$ cat src/rtl/aes_rx_loader.sv
`timescale 1ns/1ps
// aes_rx_loader: assembles a 32-byte UART frame (16 plaintext + 16 key bytes)
// into the AES core operands, pulses start, then waits for the core's done
// level to rise before accepting the next frame. Flags a stalled partial frame
// (timeout) and bytes arriving while the core is busy (overrun).
module aes_rx_loader #(
  parameter int TIMEOUT_CYCLES = 1000000
) (
  input  logic         clk,
  input  logic         rst_n,
  input  logic         i_rx_valid,
  input  logic [7:0]   i_rx_byte,
  input  logic         i_aes_done,
  output logic [0:127] o_plain,
  output logic [0:127] o_key,
  output logic         o_start,
  output logic         o_busy,
  output logic         o_done,
  output logic         o_timeout,
  output logic         o_overrun
);

  localparam int            TW     = $clog2(TIMEOUT_CYCLES) + 1;
  localparam logic [TW-1:0] T_LAST = TW'(TIMEOUT_CYCLES - 1);
  localparam logic [TW-1:0] T_MAX  = '1;

  typedef enum logic [1:0] {IDLE, COLLECT, START, WAIT_DONE} state_e;

  state_e        state_q, state_d;
  logic [4:0]    cnt_q, cnt_d;
  logic [TW-1:0] tmr_q, tmr_d;
  logic [0:127]  plain_q, key_q;
  logic          done_prev_q;
  logic          done_pulse_q, done_pulse_d;
  logic          timeout_q, overrun_q;
  logic          store_en, set_timeout, set_overrun;
  logic [4:0]    wr_idx;

  // State, byte counter, inter-byte timer and done-pulse registers.
  always_ff @(posedge clk or negedge rst_n) begin
    if (!rst_n) begin
      state_q      <= IDLE;
      cnt_q        <= '0;
      tmr_q        <= '0;
      done_pulse_q <= 1'b0;
    end else begin
      state_q      <= state_d;
      cnt_q        <= cnt_d;
      tmr_q        <= tmr_d;
      done_pulse_q <= done_pulse_d;
    end
  end

  // Next-state logic; a byte beats a simultaneous timer expiry.
  always_comb begin
    state_d      = state_q;
    cnt_d        = cnt_q;
    tmr_d        = tmr_q;
    done_pulse_d = 1'b0;
    store_en     = 1'b0;
    set_timeout  = 1'b0;
    set_overrun  = 1'b0;
    wr_idx       = cnt_q;
    case (state_q)
      IDLE: begin
        if (i_rx_valid) begin
          store_en = 1'b1;
          wr_idx   = 5'd0;
          cnt_d    = 5'd1;
          tmr_d    = '0;
          state_d  = COLLECT;
        end
      end
      COLLECT: begin
        if (i_rx_valid) begin
          store_en = 1'b1;
          cnt_d    = cnt_q + 5'd1;   // wraps to 0 after byte 31
          tmr_d    = '0;
          if (cnt_q == 5'd31) state_d = START;
        end else if (tmr_q == T_LAST) begin
          set_timeout = 1'b1;
          cnt_d       = '0;
          tmr_d       = '0;
          state_d     = IDLE;
        end else if (tmr_q != T_MAX) begin
          tmr_d = tmr_q + 1'b1;
        end
      end
      START: begin
        if (i_rx_valid) set_overrun = 1'b1;
        state_d = WAIT_DONE;
      end
      WAIT_DONE: begin
        if (i_rx_valid) set_overrun = 1'b1;
        // Only a fresh 0->1 transition counts; a level left high is ignored.
        if (i_aes_done && !done_prev_q) begin
          done_pulse_d = 1'b1;
          state_d      = IDLE;
        end
      end
      default: state_d = IDLE;
    endcase
  end

  // Operand capture: first received byte lands in the MSB of each operand.
  always_ff @(posedge clk or negedge rst_n) begin
    if (!rst_n) begin
      plain_q <= '0;
      key_q   <= '0;
    end else if (store_en) begin
      if (wr_idx[4]) key_q[{wr_idx[3:0], 3'b000} +: 8]   <= i_rx_byte;
      else           plain_q[{wr_idx[3:0], 3'b000} +: 8] <= i_rx_byte;
    end
  end

  // Done history is tracked every cycle so a stale high level never looks like a rise.
  always_ff @(posedge clk or negedge rst_n) begin
    if (!rst_n) done_prev_q <= 1'b0;
    else        done_prev_q <= i_aes_done;
  end

  // Sticky error flags, cleared only by reset.
  always_ff @(posedge clk or negedge rst_n) begin
    if (!rst_n) begin
      timeout_q <= 1'b0;
      overrun_q <= 1'b0;
    end else begin
      if (set_timeout) timeout_q <= 1'b1;
      if (set_overrun) overrun_q <= 1'b1;
    end
  end

  assign o_plain   = plain_q;
  assign o_key     = key_q;
  assign o_start   = (state_q == START);
  assign o_busy    = (state_q != IDLE);
  assign o_done    = done_pulse_q;
  assign o_timeout = timeout_q;
  assign o_overrun = overrun_q;

endmodule

$ cat config.mk
export PLATFORM = sky130hd
export DESIGN_NAME = aes_rx_loader
export DESIGN_NICKNAME = d
export VERILOG_FILES = /design/src/rtl/aes_rx_loader.sv
export SDC_FILE = /design/constraint.sdc
export NUM_CORES = 1
export LEC_CHECK = 0
export BUFFER_PORTS_ARGS = -buffer_cell sky130_fd_sc_hd__buf_2
export CAP_MARGIN = 20
export CORE_ASPECT_RATIO = 0.75
export CORE_MARGIN = 2
export CORE_UTILIZATION = 46
export DETAILED_ROUTE_END_ITERATION = 12
export PLACE_DENSITY = 0.7
export SLEW_MARGIN = 20
export SYNTH_ARGS = -nofsm -noshare
export SYNTH_HDL_FRONTEND = slang
export SYNTH_SLANG_ARGS = --single-unit
$ cat constraint.sdc
create_clock -name clk -period 3.22 [get_ports clk]
set_clock_uncertainty 0.05 [all_clocks]
set_input_delay 0.483 -clock clk [delete_from_list [all_inputs] [get_ports clk]]
set_output_delay 0.483 -clock clk [all_outputs]
set_load 0.02 [all_outputs]
Word-level counts from Yosys, hierarchy flattened

Index checks and enable logic that the tools add are counted.

Bits in registers: 288
Input port bits: 12
Output and inout port bits: 261
Word-level logic and storage cells: 66

Add/sub/neg operators: 3
Equality and inequality tests: 11
Shift-type cells: 2
Mux-type cells: 27
Bitwise logic cells: 2
Reduce and logical (&&, ||, !) cells: 12

Operator list:

| cell                                                     | count |
|---|---|
| bitwise mux 128 bit                                      | 2 |
| variable shift 129 x 9 -> 128 bit (first input constant) | 1 |
| indexed part select 129 x 9 -> 128 bit                   | 1 |
| 2-to-1 mux 21 bit                                        | 4 |
| case mux 21 bit (2 select lines)                         | 1 |
| 2-to-1 mux 5 bit                                         | 5 |
| adder 21 x 1 -> 21 bit (second input constant)           | 1 |
| == test 21 x 20 -> 1 bit (second input constant)         | 1 |
| != test 21 bit (second input constant)                   | 1 |
| 2-to-1 mux 2 bit                                         | 5 |
| case mux 5 bit (2 select lines)                          | 1 |
| negation 8 -> 9 bit                                      | 1 |
| 2-to-1 mux 1 bit                                         | 8 |
| inverter 7 -> 8 bit                                      | 1 |
| case mux 2 bit (4 select lines)                          | 1 |
| != test 3 bit (second input constant)                    | 2 |
| AND reduction 3 bit                                      | 2 |
| adder 5 x 1 -> 5 bit (second input constant)             | 1 |
| == test 5 bit (second input constant)                    | 1 |
| == test 2 bit (second input constant)                    | 2 |
| != test 2 bit (second input constant)                    | 2 |
| != test 4 bit (second input constant)                    | 1 |
| AND reduction 2 bit                                      | 2 |
| AND reduction 4 bit                                      | 1 |
| other kinds (7)                                          | 9 |

Depth between registers and ports, before layout

Word-level depth: 6
Depth in mapped cells: 8

Worst setup path before layout

No wires, ideal clock.

Kind: flip-flop to flip-flop
Start: register tmr_q[0]
End: register tmr_q[18]
Arrival: 1.888 ns
Path slack: 1.152 ns
Cell stages (with the launch flop): 8
Period minus slack after synthesis: 2.068 ns
Cells stage by stage: dfrtp_1 > ha_1 > nand3_2 > or4_4 > buf_6 > nor4_1 > xnor2_1 > nor2_2

Longest elaborated chain between the ends: 5
Elaborated cells on any way between the ends: 9
Classes of those cells: add/sub (1); eq/ne (3); mux (4); reduce/logical (1)

RTL lines:

| what                             | RTL line | RTL |
|---|---|---|
| start, declared                  | 31       | `logic [TW-1:0] tmr_q, tmr_d;` |
| start signal, assigned           | 49       | `tmr_q <= tmr_d;` |
| adder 21 x 1 -> 21 bit           | 86       | `tmr_d = tmr_q + 1'b1;` |
| 2-to-1 mux 21 bit                | 85       | `end else if (tmr_q != T_MAX) begin` |
| 2-to-1 mux 21 bit                | 80       | `end else if (tmr_q == T_LAST) begin` |
| 2-to-1 mux 21 bit                | 75       | `if (i_rx_valid) begin` |
| case mux 21 bit (2 select lines) | 64       | `case (state_q)` |

Several ways; a longest one is shown, not always the timed one. The select of a mux whose other input is x is not followed.
A chain may end at the register's enable or synchronous reset.

Worst setup path after layout

Start: register cnt_q[0]
End: register key_q, in the netlist o_key[38]

Longest elaborated chain between the ends: 6
Elaborated cells on any way between the ends: 7
Classes of those cells: add/sub (1); shift (2); mux (3); bitwise (1)

RTL lines:

| what                                                                                        | RTL line | RTL |
|---|---|---|
| start, declared                                                                             | 30       | `logic [4:0] cnt_q, cnt_d;` |
| start signal, assigned                                                                      | 48       | `cnt_q <= cnt_d;` |
| 2-to-1 mux 5 bit                                                                            | 66       | `if (i_rx_valid) begin` |
| 2-to-1 mux 5 bit (*)                                                                        | 64       |  |
| inverter 7 -> 8 bit (implied by the code) (*)                                               | 111      | `if (wr_idx[4]) key_q[{wr_idx[3:0], 3'b000} +: 8] <= i_rx_byte;` |
| negation 8 -> 9 bit (*)                                                                     | 111      |  |
| indexed part select 129 x 9 -> 128 bit or variable shift 129 x 9 -> 128 bit (tied branches) | 111      |  |
| bitwise mux 128 bit (*)                                                                     | 111      |  |
| end signal, assigned by index                                                               | 111      |  |
| end, declared                                                                               | 32       | `logic [0:127] plain_q, key_q;` |

Mark *: on every way between the ends. The rest lies on a longest branch, timed or not.

==> flow_summary.yaml <==
worst_setup_path:
  cell_type_of_the_slowest_stage_on_the_worst_timing_path: "nor4b_1"
  criticalPathCategory: "flop to flop"
  timing.critical_path.arrival_ns: 2.98
  critical_path.endpoint_type: "flop"
  rr_startpoint: "cnt_q[0]"
  timing.critical_path.slowest_cell_delay_ns: 0.90
  worstSetupStartpointType: "flop"
  critPathRequiredTime_ns: 3.60
  path_cells: "nor4b_1, nand2_1, mux2_2"
  reg2reg_depth: 3
  worst_flop_to_flop_path_endpoint: "o_key[38]"
  worst-path-max-fanout: 15
  r2r_setup_slack_ns: 0.62
route:
  drtIter0Drc: 525
  vias_per_cell: 5.35
  drc_errors: 0
  detailroute.via_count: 8291
  wl_cell_um: 20.6
  drt_pre_antenna_iters: 5
  finalWirelength_um: 32000
  route.antenna.remaining_nets: 0
yosys:
  synth_top_cells_by_count: "288 x dfrtp_1, 169 x mux2_2, 126 x nand2_1, 71 x o21ai_0, 42 x clkbuf_1"
  ys_async_sr_fraction_pct: 100
  ys_types: 61
  ys_seq_elements: 288
  gate_count_after_technology_mapping: 932
  synth-seq-area-share_pct: 61.8
  synth.yosys.warnings: 0
  synth_top_area_share_pct: 61.8
  syn-cell-area_mm2: 0.0117
  yosysTopAreaCell: "dfrtp_1"
  synth.most_common_cell: "dfrtp_1"
  post_synth.cell_area_avg_um2: 12.5
  number_of_enable_flip_flop_cells_after_synthesis: 0
  synthFlopType: "dfrtp_1"
  mappedNetlistNets: 947
  synth_top_cells_by_area: "dfrtp_1 62%, mux2_2 16%, nand2_1 4.1%"
worst_hold_path:
  timing.hold.worst_path_depth: 1
  min_path_type: "primary input to flop"
  hold-path-endpoint: "done_prev_q"
  hold_path_startpoint: "i_aes_done"
clock_tree:
  clock_tree_from_tritoncts: "yes"
  htree_num_levels: 1
  cts_resized: 0
  ctsRootBufferMaster: "clkbuf_16"
  clk_latency_ns: 0.55
  clock_path_buffers: 3
  cts_setup_buffers: 0
  cts-buffers-inserted: 29
  number_of_buffers_added_to_fix_hold_violations_after_cts: 1
  clkTransAtPathRegs_ns: 0.06
  cts.sink_count: 288
pwr:
  power.leakage_uw: 0.00738
  irDropWorstVdd_mv: 0.511
  pwr_density_cell_mw_per_mm2: 895
timing:
  slew-limit-headroom_pct: 34.1
  tightestPinTransition_ns: 0.975
  timing.setup.tns_ns: 0
  achievable-frequency_mhz: 385
  setup_slack_ns: 0.624
  finalSetupViolCount: 0
  timing.final.max_slew_violations: 0
  fin_crit_sh_pct: 80.6
  period_needed_ns: 2.60
  total_count_of_hold_check_failures_in_the_final_report: 0
  rsz0062_at_grt: "false"
placed_design:
  hpwlAfterDp_um: 21200
  globalplace.congestion: 0.864
  port_buffer_count: 272
  dp_worst_setup_slack_ns: 0.427
  placed_cell_area_mm2: 0.0133
layout:
  antennaDiodeCount: 0
  drive_above_1_share_pct: 42.9
  final_net_count: 1206
  area_added_between_synthesis_and_finish_pct: 22.9
  postLayoutCellArea_mm2: 0.0143
grt:
  grt_pass1_vias: 8292
  antenna_found_initial: 0
  global_route_wire_length_before_repair_um: 49900
  grt_start_max_net_pins: 73
  gr-total-overflow: 0
  grt_usage_pct: 24.1
floorplan:
  io_pins: 273
  fp.dieH_um: 142
  chipWidth_um: 188
  core-area_mm2: 0.0249
  core.rowCount: 50
  initial_utilization_pct: 46.8
  die_area_mm2: 0.0266
status:
  status: "complete, no violations"
flow_run:
  maxCapViolCount: 0
==> metrics by stage <==
stage | util (%) | total power, uW | instances | hold WS [ns]
floorplan | - | 7840 | 932 | 0.137
global placement | 53.6 | 9400 | 1497 | 0.406
detailed placement | 53.6 | 9510 | 1497 | 0.418
CTS | 57.5 | 12900 | 1551 | 0.00377
global route | 57.5 | 13400 | 1551 | 0.00489
finish | 57.5 | 12800 | 1551 | 0.00994
==> cells by family (layout without fill, tap and decap cells) <==
logic type      after synthesis  after routing  synth area share, %
simple gates                243            243                 10.1
mux                         192            192                 18.4
buf+inv                      84            365                 2.89
compound gates              106            106                 5.30
fa+ha+maj                     3              3                0.322
xor+xnor                     16             16                 1.20
flops                       288            288                 61.8
==> layer usage <==
| metal | track usage, % | share of wire (%) | wire (um) | vias to the layer above |
|---|---|---|---|---|
| met2 | 36.9 | 45 | 14200 | 306 |
| li1 | - | - | - | 3757 |
| met4 | 4.23 | 1.3 | 400 | 0 |
| met1 | 34.8 | 46 | 14600 | 4192 |
| met5 | 0 | 0 | 0 | - |
| met3 | 6.75 | 8.5 | 2710 | 36 |
==> layout make-up <==
class,count,area (um^2)
fillers,2136,10600
flip-flops and latches,288,7210
multi-input cells,560,4110
repair buffers,286,1520
clock buffers,46,900
well taps,338,423
inverters,26,97.6
clock inverters,7,67.6
==> state kept, by name (all words and copies together), names as in the netlist, named ones only <==
signal / count
o_timeout: 1
o_overrun: 1
o_plain: 128
state_q: 1
tmr_q: 21
done_prev_q: 1
cnt_q: 5
o_done: 1
o_key: 128
==> cell usage in the layout, fill, tap and decap left out, drive strengths merged, types with 2 or more instances in the layout <==
cell / count
nor2b: 3
xor2: 7
o2111ai: 2
nand3: 26
a211oi: 2
nand3b: 2
mux2i: 16
dfrtp: 288
inv: 27
o211ai: 3
nand4: 9
or4: 3
nor3: 5
and4: 3
or3: 2
nor2: 32
or4b: 2
clkbuf: 46
nor4: 6
mux2: 176
nor4b: 2
clkinv: 5
buf: 285
o31ai: 3
ha: 3
and2: 3
and3: 6
a22o: 3
or2: 3
and3b: 3
nand2: 126
xnor2: 9
nand2b: 3
o21ai: 72
a21oi: 11
==> how the worst max path moves through the flow <==
stage          depth (start not counted)          to  slack [ns]        from
2_1_floorplan                          7   tmr_q[18]        1.15    tmr_q[0]
3_5_place_dp                           5   o_key[36]        0.43  i_rx_valid
6_report                               3   o_key[38]        0.62    cnt_q[0]
3_3_place_gp                           5  o_key[101]        0.61  i_rx_valid
4_1_cts                                3   o_key[38]        0.67    cnt_q[0]
5_1_grt                                3   o_key[38]        0.60    cnt_q[0]
==> report_power, final <==
part           leakage (uW)  internal (uW)  switching (uW)
sequential          0.00377           4670             621
combinational       0.00313           1570            2580
clock              0.000482           1990            1390
==> worst max-delay path, delay by kind of cell, from the launching register on <==
kind	cells	cell delay, ns
flip-flops	1	0.52
multiplexers	1	0.44
AND/OR/NAND/NOR	2	1.46
(Power assumes the default switching activity.)
